**src/rtl/hazard_pkg.sv**
```systemverilog
// Shared types and constants for the pipeline hazard controller: FSM state
// encoding and the control-bundle values driven back into PC, IF/ID and ID/EX.
package hazard_pkg;

  localparam int DEF_REG_ADDR_W = 5;

  typedef enum logic [1:0] {
    RUN      = 2'd0,
    LU_STALL = 2'd1,
    MEM_WAIT = 2'd2
  } state_t;

  typedef struct packed {
    logic pc_write;
    logic ifid_write;
    logic ifid_flush;
    logic idex_bubble;
    logic idex_hold;
    logic exmem_hold;
  } ctrl_t;

  // Bit order: pc_write, ifid_write, ifid_flush, idex_bubble, idex_hold, exmem_hold
  localparam ctrl_t CTRL_DEFAULT = 6'b110000;
  localparam ctrl_t CTRL_STALL   = 6'b000100;
  localparam ctrl_t CTRL_FREEZE  = 6'b000011;
  localparam ctrl_t CTRL_FLUSH   = 6'b101100;
  localparam ctrl_t CTRL_RESET   = 6'b001100;

endpackage

```
**src/rtl/pipe_hazard_ctrl_sat_counter.sv**
```systemverilog
// Saturating up-counter with synchronous active-high reset; holds at all-ones
// instead of wrapping.
module sat_counter #(
  parameter int CNT_W = 32
) (
  input  logic             clk,
  input  logic             rst,
  input  logic             inc,
  output logic [CNT_W-1:0] count
);

  always_ff @(posedge clk) begin
    if (rst) begin
      count <= '0;
    end else if (inc && (count != {CNT_W{1'b1}})) begin
      count <= count + {{(CNT_W-1){1'b0}}, 1'b1};
    end
  end

endmodule

```
**src/rtl/pipe_hazard_ctrl.sv**
```systemverilog
// Mealy pipeline hazard controller: load-use stalls, taken-branch flushes and
// memory-busy freeze. Performance counters are built only with HAZARD_PERF_CNT_EN.
module pipe_hazard_ctrl
  import hazard_pkg::*;
#(
  parameter int REG_ADDR_W      = DEF_REG_ADDR_W,
  parameter int LU_STALL_CYCLES = 1,
  parameter int CNT_W           = 32
) (
  input  logic                  clk,
  input  logic                  rst,
  input  logic [REG_ADDR_W-1:0] id_rs1,
  input  logic [REG_ADDR_W-1:0] id_rs2,
  input  logic                  id_use_rs1,
  input  logic                  id_use_rs2,
  input  logic                  ex_memRead,
  input  logic [REG_ADDR_W-1:0] ex_rd,
  input  logic                  ex_branch_taken,
  input  logic                  mem_busy,
  output logic                  pc_write,
  output logic                  ifid_write,
  output logic                  ifid_flush,
  output logic                  idex_bubble,
  output logic                  idex_hold,
  output logic                  exmem_hold,
  output logic [1:0]            state_o,
  output logic [CNT_W-1:0]      stall_cnt,
  output logic [CNT_W-1:0]      flush_cnt
);

  localparam logic [1:0] LU_LEFT_INIT = 2'(LU_STALL_CYCLES - 1);

  state_t     state_q, next_state, run_next;
  logic [1:0] lu_left_q, next_lu_left, run_lu_left;
  ctrl_t      ctrl, run_ctrl;
  logic       lu;

  assign lu = ex_memRead && (ex_rd != '0) &&
              ((id_use_rs1 && (id_rs1 == ex_rd)) || (id_use_rs2 && (id_rs2 == ex_rd)));

  // Decision of a RUN cycle, shared with the zero-cycle exit from MEM_WAIT
  always_comb begin
    run_ctrl    = CTRL_DEFAULT;
    run_next    = RUN;
    run_lu_left = lu_left_q;
    if (mem_busy) begin
      run_ctrl = CTRL_FREEZE;
      run_next = MEM_WAIT;
    end else if (ex_branch_taken) begin
      run_ctrl = CTRL_FLUSH;
    end else if (lu) begin
      run_ctrl = CTRL_STALL;
      if (LU_STALL_CYCLES > 1) begin
        run_next    = LU_STALL;
        run_lu_left = LU_LEFT_INIT;
      end
    end
  end

  always_comb begin
    ctrl         = CTRL_DEFAULT;
    next_state   = state_q;
    next_lu_left = lu_left_q;
    case (state_q)
      LU_STALL: begin
        if (mem_busy) begin
          ctrl       = CTRL_FREEZE;
          next_state = MEM_WAIT;
        end else begin
          ctrl         = CTRL_STALL;
          next_lu_left = (lu_left_q != 2'd0) ? lu_left_q - 2'd1 : 2'd0;
          next_state   = (lu_left_q <= 2'd1) ? RUN : LU_STALL;
        end
      end
      MEM_WAIT: begin
        if (mem_busy) begin
          ctrl = CTRL_FREEZE;
        end else begin
          ctrl = run_ctrl;
          // An interrupted load-use stall resumes with its remaining count
          if (lu_left_q != 2'd0) begin
            next_state = LU_STALL;
          end else begin
            next_state   = run_next;
            next_lu_left = run_lu_left;
          end
        end
      end
      default: begin
        ctrl         = run_ctrl;
        next_state   = run_next;
        next_lu_left = run_lu_left;
      end
    endcase
    if (rst) begin
      ctrl = CTRL_RESET;
    end
  end

  always_ff @(posedge clk) begin
    if (rst) begin
      state_q   <= RUN;
      lu_left_q <= 2'd0;
    end else begin
      state_q   <= next_state;
      lu_left_q <= next_lu_left;
    end
  end

  assign pc_write    = ctrl.pc_write;
  assign ifid_write  = ctrl.ifid_write;
  assign ifid_flush  = ctrl.ifid_flush;
  assign idex_bubble = ctrl.idex_bubble;
  assign idex_hold   = ctrl.idex_hold;
  assign exmem_hold  = ctrl.exmem_hold;
  assign state_o     = state_q;

`ifdef HAZARD_PERF_CNT_EN
  // Outside reset, ifid_flush is raised only by a taken branch
  logic stall_inc, flush_inc;
  assign stall_inc = !rst && !ctrl.pc_write;
  assign flush_inc = !rst && ctrl.ifid_flush;

  sat_counter #(.CNT_W(CNT_W)) u_stall_cnt (
    .clk   (clk),
    .rst   (rst),
    .inc   (stall_inc),
    .count (stall_cnt)
  );

  sat_counter #(.CNT_W(CNT_W)) u_flush_cnt (
    .clk   (clk),
    .rst   (rst),
    .inc   (flush_inc),
    .count (flush_cnt)
  );
`else
  assign stall_cnt = '0;
  assign flush_cnt = '0;
`endif

endmodule

```
**config.mk**
```make
export PLATFORM = sky130hd
export DESIGN_NAME = pipe_hazard_ctrl
export DESIGN_NICKNAME = d
export VERILOG_FILES = /design/src/rtl/hazard_pkg.sv /design/src/rtl/pipe_hazard_ctrl_sat_counter.sv /design/src/rtl/pipe_hazard_ctrl.sv
export SDC_FILE = /design/constraint.sdc
export NUM_CORES = 1
export LEC_CHECK = 0
export BUFFER_PORTS_ARGS = -buffer_cell sky130_fd_sc_hd__buf_2
export CORE_MARGIN = 4
export CORE_UTILIZATION = 37
export DETAILED_ROUTE_END_ITERATION = 16
export GPL_TIMING_DRIVEN = 0
export HOLD_SLACK_MARGIN = 0.12
export PLACE_DENSITY = 0.85
export SYNTH_ARGS = -nofsm -noshare
export SYNTH_HDL_FRONTEND = slang
export SYNTH_HIERARCHICAL = 1
export SYNTH_SLANG_ARGS = --single-unit
```
**constraint.sdc**
```tcl
create_clock -name clk -period 3.76 [get_ports clk]
set_clock_uncertainty 0.1 [all_clocks]
set_input_delay 0.564 -clock clk [delete_from_list [all_inputs] [get_ports clk]]
set_output_delay 0.564 -clock clk [all_outputs]
set_load 0.02 [all_outputs]
```
==> results.tsv, run 1 <==
metric	value	unit
peakVddDrop	0.112	mV
netlist_instances	114	
grt_setup_unrepaired	false	
root_buffer	clkbuf_4	
nets	235	
cts.clk_slew.worst_paths	40	ps
rows	17	
hold_viol	0	
track_usage	10.9	%
ys_seq_elements	4	
slew_violations	0	
hold_end	lu_left_q[1]	
totalWireLength	1800	um
antenna_found_initial	0	
grt_max_degree	7	
path_common_cell	nor2_1	
drtIter0Drc	8	
htree_num_levels	1	
r2r_cells	5	
wl_per_cell	7.57	um
r2r_end	state_o[0]	
power.density	195	nW/um2
slowest_delay	360	ps
cts_tree	built	
cts_buffer_depth	2	
fp.coreArea	2230	um2
hold_buffers	0	
syn_to_final_growth	50.4	%
viasPerCell	3.32	
final_layout_size_suffix_gt1_share	47.8	%
clkSinkCount	4	
ys_seq_area_share	9.18	%
hold_depth	1	
fillers	224	
drcViolationCount	0	
timing.rr.start	state_o[0]	
status	completed	
critPathCaptureType	output pin	
finalSetupViolations	0	
synth_cell_types	23	
crit_family	simple AND/OR/NAND/NOR gates	
dr.pass1.iters	4	
critPathLaunchType	register	
grt_overflow_total	0	
chipWidth	56.6	um
final_common_cell	buf_4	
die-area	3200	um2
synth_area	872	um2
cts_setup_buffers	0	
dpl_worst_slack	1360	ps
layout_common_cells	buf_4 (65), conb_1 (64), buf_2 (29), xnor2_1 (10), nor2_1 (6)	
rrSetupSlack	2380	ps
critical_path_class	register to output pin	
ant_nets	0	
timing.final.crit_period	2450	ps
place_area	1290	um2
diodes	0	
cp.arrival	1790	ps
whs	402	ps
final_area	1310	um2
p_leak	0.824	nW
yosysWarnings	6	
die_y	56.6	um
crit_required	3100	ps
min-delay-path-class	register to register	
post_cts_resized	0	
critical_path_peak_fanout	4	
gp_congestion	0.835	
cap_viol_max_count	0	
portBuffers	29	
final.setup.worst_slack	1310	ps
cp.buffers_inverters	2	
grt_first_pass_wirelength	2840	um
grt_pass1_vias	694	
finalCritPeriodShare	65.3	%
timing.setup.tns	0	ps
regArea	80.1	um2
initial_core_util	39.0	%
multiInputGateArea	529	um2
vias	787	
hold_path.startpoint	lu_left_q[1]	
timing.fmax	407	MHz
io_pins	94	
clk_latency	230	ps
dp_hpwl	1710	um
slowest_stage	dfxtp_1	
crit_chain	inv_1 > ha_1 > nor2_1 > or2_2 > nor2_1 > and3b_1 > buf_2	
numCtsBuffers	3	
synth.avg_cell_area	7.65	um2
==> state kept, by name, indices dropped and copies added (netlist names) <==
signal / cells
state_o: 2
lu_left_q: 2
==> logic make-up after synthesis <==
family | share of synthesized area (%)
buffers and inverters | 57.2
AND/OR/NAND/NOR | 12.6
XOR/XNOR | 10.0
AO/OA/AOI/OAI | 7.60
flip-flops | 9.18
adder cells (fa/ha/maj) | 2.87
other | 0.430
==> metrics by stage <==
step           cells  utilization, %  power (mW)
6_report         237            58.7       0.255
3_3_place_gp     234            57.7       0.200
2_1_floorplan    177               -       0.178
4_1_cts          237            58.7       0.255
5_1_grt          237            58.7       0.274
3_5_place_dp     234            57.7       0.200
==> cells in the mapped netlist <==
| library cell | n | area share, % |
|---|---|---|
| buf_4 | 65 | 56 |
| or2_2 | 1 | 0.72 |
| inv_1 | 3 | 1.3 |
| a21oi_1 | 3 | 1.7 |
| dfxtp_1 | 4 | 9.2 |
| ha_1 | 2 | 2.9 |
| xnor2_1 | 10 | 10 |
| o211ai_2 | 1 | 1.4 |
| nor3_1 | 2 | 1.1 |
| and3b_1 | 1 | 1.0 |
| a31oi_1 | 1 | 0.72 |
| nor2b_1 | 1 | 0.72 |
| nor3b_1 | 2 | 1.7 |
| nand4_1 | 2 | 1.4 |
| o21a_1 | 1 | 0.86 |
| nand2b_1 | 1 | 0.72 |
| nand2_1 | 3 | 1.3 |
| o221ai_1 | 1 | 1.0 |
| nor2_1 | 6 | 2.6 |
| conb_1 | 1 | 0.43 |
| o311a_1 | 1 | 1.1 |
| or4_4 | 1 | 1.3 |
| o22ai_1 | 1 | 0.72 |
==> power breakdown <==
part	switching (mW)	internal [mW]	leakage (nW)
registers	0.000707	0.0434	0.0324
logic	0.0904	0.0687	0.778
clock network	0.0165	0.0356	0.0138
==> area by class of cell <==
cell class	count	area share, %
Multi-Input combinational cell	105	40.4
Buffer	65	37.2
Timing Repair Buffer	29	11.1
Sequential cell	4	6.11
Tap cell	28	2.67
Clock buffer	3	1.72
Inverter	3	0.859
==> worst max-delay path by stage <==
stage / slack, ps / depth (start not counted) / startpoint / to
6_report: 1310 / 7 / state_o[0] / ifid_write
5_1_grt: 1180 / 7 / state_o[0] / ifid_write
4_1_cts: 1290 / 7 / state_o[0] / ifid_write
3_5_place_dp: 1360 / 5 / ex_rd[1] / ifid_write
3_3_place_gp: 1370 / 5 / ex_rd[1] / ifid_write
2_1_floorplan: 1520 / 5 / state_o[0] / idex_bubble
==> metal layers <==
| metal | vias to the layer above | GRT usage (%) | routed length (um) | part of all wire [%] |
|---|---|---|---|---|
| li1 | 429 | - | - | - |
| met1 | 298 | 11.1 | 587 | 33 |
| met2 | 56 | 18.2 | 833 | 46 |
| met3 | 4 | 6.67 | 352 | 20 |
| met4 | 0 | 4.07 | 22 | 1.2 |
| met5 | - | 0 | 0 | 0 |
Power figures use the tool's default switching activity.
==> run 2, diff against run 1 <==
ABC_AREA = 1   (was not set)
PLACE_DENSITY = 0.81   (was 0.85)
clock period = 2.34 ns   (was 3.76 ns; I/O delays follow)
==> results.tsv, run 2 <==
metric	value	unit	change
antenna_found_initial	0		unchanged
drcViolationCount	0		unchanged
final_layout_size_suffix_gt1_share	43.0	%	was 47.8%
p_leak	1.02	nW	was 0.824 nW
grt_setup_unrepaired	false		unchanged
gp_congestion	0.698		was 0.835
clkSinkCount	4		unchanged
grt_overflow_total	0		unchanged
cts_buffer_depth	2		unchanged
fin_util	57.1	%	was 58.7%
synth_area	998	um2	was 872 um2
hold_viol	0		unchanged
final_area	1440	um2	was 1310 um2
dr.pass1.iters	4		unchanged
rows	18		was 17
cts_setup_buffers	0		unchanged
cts.clk_slew.worst_paths	40	ps	about the same
crit_required	1890	ps	was 3100 ps
fp.coreArea	2520	um2	was 2230 um2
synth_cell_types	20		was 23
min-delay-path-class	primary input to register		was register to register
cap_viol_max_count	0		unchanged
initial_core_util	39.6	%	was 39.0%
cts_tree	built		unchanged
critical_path_class	register to output pin		unchanged
ys_seq_area_share	8.02	%	was 9.18%
final_common_cell	buf_4		unchanged
layout_common_cells	buf_4 (65), conb_1 (64), nand2_1 (34), buf_2 (29), inv_1 (20)		was buf_4 (65), conb_1 (64), buf_2 (29), xnor2_1 (10), nor2_1 (6)
io_pins	94		unchanged
fillers	249		was 224
grt_pass1_vias	840		was 694
wl_per_cell	6.86	um	was 7.57 um
portBuffers	29		unchanged
numCtsBuffers	3		unchanged
synth.avg_cell_area	6.13	um2	was 7.65 um2
syn_to_final_growth	44.2	%	was 50.4%
root_buffer	clkbuf_4		unchanged
die_y	59.9	um	was 56.6 um
ys_seq_elements	4		unchanged
yosysWarnings	6		unchanged
ys.flop_type	dfxtp_1		unchanged
synth_top_area_cell	buf_4		unchanged
async_flop_share	0	%	unchanged
critical_path_peak_fanout	4		unchanged
finalCritPeriodShare	90.2	%	
viasPerCell	3.32		about the same
timing.final.crit_period	2110	ps	
clk_latency	230	ps	about the same
track_usage	10.7	%	was 10.9%
finalSetupViolations	0		unchanged
critPathCaptureType	output pin		unchanged
cp.arrival	1660	ps	was 1790 ps
totalWireLength	1980	um	was 1800 um
slew_violations	0		unchanged
htree_num_levels	1		unchanged
drtIter0Drc	8		unchanged
dp_hpwl	1890	um	was 1710 um
grt_max_degree	7		unchanged
timing.fmax	474	MHz	
die-area	3590	um2	was 3200 um2
post_cts_resized	0		unchanged
status	completed		unchanged
netlist_top_cells_count	buf_4 (65), nand2_1 (34), inv_1 (20), nor2_1 (9), inv_2 (6)		was buf_4 (65), xnor2_1 (10), nor2_1 (6), dfxtp_1 (4)
power.density	296	nW/um2	was 195 nW/um2
peakVddDrop	0.305	mV	was 0.112 mV
netlist_instances	163		was 114
ys_top_cells_by_area	buf_4 (49%), nand2_1 (13%), dfxtp_1 (8.0%)		was buf_4 (56%), xnor2_1 (10%), dfxtp_1 (9.2%)
critPathLaunchType	register		unchanged
diodes	0		unchanged
whs	329	ps	was 402 ps
synth-edff-count	0		unchanged
ant_nets	0		unchanged
grt_first_pass_wirelength	3080	um	was 2840 um
hold_buffers	0		unchanged
synth.most_common_cell	buf_4		unchanged
place_area	1420	um2	was 1290 um2
timing.setup.tns	0	ps	unchanged
chipWidth	59.9	um	was 56.6 um
vias	957		was 787
nets	284		was 235
synth_top_area_share	48.9	%	was 56.0%
==> run 2: cell count changes after synthesis, moves of 2 or more <==
cell	change
xnor2_1	-10
nand2_2	+4
nor2_2	+2
nand2_1	+31
o21ai_0	+3
inv_2	+6
nand3_1	+3
o21ai_1	+3
a21oi_1	-2
nor2_1	+3
nor3b_1	-2
inv_1	+17
==> run 2: layout make-up <==
| type | instances | area [um2] | share of cell area, % |
|---|---|---|---|
| plain buffers | 65 | 488 | 33.9 |
| clock buffers | 3 | 22.5 | 1.56 |
| inverters | 26 | 97.6 | 6.78 |
| multi-input cells | 131 | 569 | 39.5 |
| flip-flops and latches | 4 | 80.1 | 5.56 |
| well taps | 30 | 37.5 | 2.61 |
| repair buffers | 29 | 145 | 10.1 |
==> run 2: report_power, final <==
group          internal, mW  switching, mW  leakage (nW)
logic                 0.110          0.160         0.969
registers            0.0699        0.00123        0.0324
clock network        0.0573         0.0267        0.0138
total                 0.238          0.188          1.02
==> run 2: metrics by stage <==
step                std cells  worst slack, ps  total power [mW]
floorplan                 226              458             0.301
detailed placement        285              474             0.338
CTS                       288              210             0.426
global route              288             84.6             0.459
global placement          285              475             0.336
finish                    288              228             0.426
==> run 2: logic make-up after synthesis <==
family,share of synthesized area (%)
AND/OR/NAND/NOR,22.6
adder cells (fa/ha/maj),2.51
buffers and inverters,58.6
flip-flops,8.02
AO/OA/AOI/OAI,7.89
other,0.376
==> run 2: final timing paths <==
| kind | from | endpoint | slack (ps) | cells past startpoint |
|---|---|---|---|---|
| max | state_o[0] | pc_write | 230 | 8 |
| min | rst | state_o[1] | 330 | 4 |
| max reg2reg | state_o[0] | state_o[0] | 930 | 5 |
| min reg2reg | lu_left_q[0] | lu_left_q[0] | 390 | 2 |
==> run 2: layer usage <==
layer | vias up | wire (um) | GRT usage (%)
met5 | - | 0 | 0
met4 | 0 | 0 | 3.80
met3 | 0 | 310 | 3.46
met2 | 52 | 981 | 20.1
met1 | 358 | 684 | 10.9
li1 | 547 | - | -
==> run 2: critical path, cell delays in order, from the launching register on <==
cell      delay, ps
dfxtp_1         360
inv_1            60
ha_1            300
inv_1            80
a21oi_4         160
nand2_1          80
o21bai_2        180
inv_1            50
buf_2           150
==> run 3, diff against run 2 <==
--- a/config.mk
+++ b/config.mk
@@ -9,3 +9,2 @@
 export BUFFER_PORTS_ARGS = -buffer_cell sky130_fd_sc_hd__buf_2
-export CORE_MARGIN = 4
 export CORE_UTILIZATION = 37
--- a/constraint.sdc
+++ b/constraint.sdc
@@ -4,2 +4,2 @@
 set_output_delay 0.351 -clock clk [all_outputs]
-set_load 0.02 [all_outputs]
+set_load 0.1 [all_outputs]
==> results.tsv, run 3 (synthesis results as in run 2) <==
metric	value	unit	change
status	completed		unchanged
p_leak	1.01	nW	was 1.02 nW
grt_overflow_total	0		unchanged
viasPerCell	3.36		was 3.32
nets	284		unchanged
cts_buffer_depth	2		unchanged
peakVddDrop	0.432	mV	was 0.305 mV
fillers	282		was 249
cts.clk_slew.worst_paths	40	ps	about the same
final_common_cell	buf_4		unchanged
grt_pass1_vias	747		was 840
portBuffers	29		unchanged
critical_path_peak_fanout	4		unchanged
p_int	250	uW	was 238 uW
chipWidth	53.9	um	was 59.9 um
timing.fmax	451	MHz	was 474 MHz
wl_per_cell	6.20	um	was 6.86 um
timing.setup.tns	0	ps	unchanged
io_pins	94		unchanged
drcViolationCount	0		unchanged
root_buffer	clkbuf_4		unchanged
switching_power	592	uW	was 188 uW
regArea	85.1	um2	was 80.1 um2
slew_violations	0		unchanged
final_layout_size_suffix_gt1_share	44.8	%	was 43.0%
drtIter0Drc	5		was 8
die_y	53.9	um	was 59.9 um
slowest_stage	dfxtp_4		was dfxtp_1
vias	972		was 957
fin_util	58.7	%	was 57.1%
syn_to_final_growth	48.2	%	was 44.2%
power.density	569	nW/um2	was 296 nW/um2
combPwrFrac	80.7	%	was 63.6%
dr.pass1.iters	4		unchanged
dp_hpwl	1700	um	was 1890 um
cp.buffers_inverters	4		unchanged
diodes	0		unchanged
p_sw_share	70.3	%	was 44.2%
grt_setup_unrepaired	false		unchanged
min-delay-path-class	primary input to register		unchanged
clkSinkCount	4		unchanged
ant_nets	0		unchanged
fp.coreArea	2520	um2	unchanged
initial_core_util	39.6	%	unchanged
clkPwrFrac	10.9	%	was 19.7%
grt_first_pass_wirelength	2650	um	was 3080 um
cp.arrival	1760	ps	was 1660 ps
antenna_found_initial	0		unchanged
critical_path_class	register to output pin		unchanged
hold_buffers	0		unchanged
path_common_cell	inv_1		unchanged
crit_family	compound AO/OA/AOI/OAI gates		was flip-flops
track_usage	12.5	%	was 10.7%
finalSetupViolations	0		unchanged
htree_num_levels	1		unchanged
clk_latency	230	ps	about the same
hold_viol	0		unchanged
critPathCaptureType	output pin		unchanged
critPathLaunchType	register		unchanged
rows	18		unchanged
timing.final.crit_period	2220	ps	was 2110 ps
cap_viol_max_count	0		unchanged
crit_required	1890	ps	about the same
multiInputGateArea	579	um2	was 569 um2
gp_congestion	0.732		was 0.698
slowest_delay	350	ps	was 360 ps
numCtsBuffers	3		unchanged
die-area	2910	um2	was 3590 um2
totalWireLength	1790	um	was 1980 um
finalCritPeriodShare	94.7	%	was 90.2%
grt_max_degree	7		unchanged
crit_chain	inv_1 > ha_1 > inv_1 > a21oi_4 > nand2_1 > o21bai_2 > clkinvlp_4 > buf_12		was inv_1 > ha_1 > inv_1 > a21oi_4 > nand2_1 > o21bai_2 > inv_1 > buf_2
p_seq_share	8.4	%	was 16.7%
layout_common_cells	buf_4 (65), conb_1 (64), nand2_1 (34), buf_2 (27), inv_1 (19)		was buf_4 (65), conb_1 (64), nand2_1 (34), buf_2 (29), inv_1 (20)
cts_tree	built		unchanged
## run 3: timing repair
| item | CTS | global route |
|---|---|---|
| endpoints found under the setup margin | 1 | 2 |
| setup buffers | 0 | 0 |
| resized for setup | 1 | 4 |
| gates cloned | 0 | 0 |
## run 3: worst register-to-register path: stages, from the launching register on
cell and delay (ps):
dfxtp_4 350, inv_1 40, ha_1 310, inv_1 120
o21ai_0 90, a221oi_1 290
## run 3: layer usage
metal / wire, um / up-vias / GRT usage (%)
li1: - / 551 / -
met1: 619 / 367 / 13.1
met2: 939 / 54 / 22.8
met3: 233 / 0 / 1.13
met4: 0 / 0 / 8.77
met5: 0 / - / 0
## run 3: layout make-up
| class | instances | share of cell area, % |
|---|---|---|
| Buffer | 65 | 33.0 |
| Clock buffer | 4 | 1.78 |
| Inverter | 26 | 6.85 |
| Multi-Input combinational cell | 131 | 39.1 |
| Sequential cell | 4 | 5.75 |
| Tap cell | 30 | 2.54 |
| Timing Repair Buffer | 29 | 11.0 |
## run 3: path summary, 6_finish.rpt
kind | depth (start not counted) | to | from | slack, ps
max reg2reg | 5 | state_o[0] | state_o[0] | 900
min | 4 | state_o[1] | rst | 320
max | 8 | pc_write | state_o[0] | 120
min reg2reg | 2 | lu_left_q[0] | lu_left_q[0] | 390
## run 3: power groups by stage
stage | Sequential (mW) | Clock, mW | Combinational (mW)
3_5_place_dp | 0.0716 | 0 | 0.671
6_report | 0.0706 | 0.0917 | 0.680
3_3_place_gp | 0.0713 | 0 | 0.669
2_1_floorplan | 0.0809 | 0 | 0.624
4_1_cts | 0.0705 | 0.0974 | 0.672
5_1_grt | 0.0706 | 0.102 | 0.707
## run 3: per-stage QoR
stage | std cells | area (um2) | power (mW) | setup WS, ps | hold slack (ps)
2_1_floorplan | 226 | 1250 | 0.705 | 23.7 | 354
6_report | 289 | 1480 | 0.842 | 124 | 319
5_1_grt | 289 | 1480 | 0.880 | 12.8 | 359
3_5_place_dp | 285 | 1440 | 0.743 | 159 | 384
4_1_cts | 289 | 1470 | 0.840 | 21.4 | 314
3_3_place_gp | 285 | 1440 | 0.741 | 164 | 370
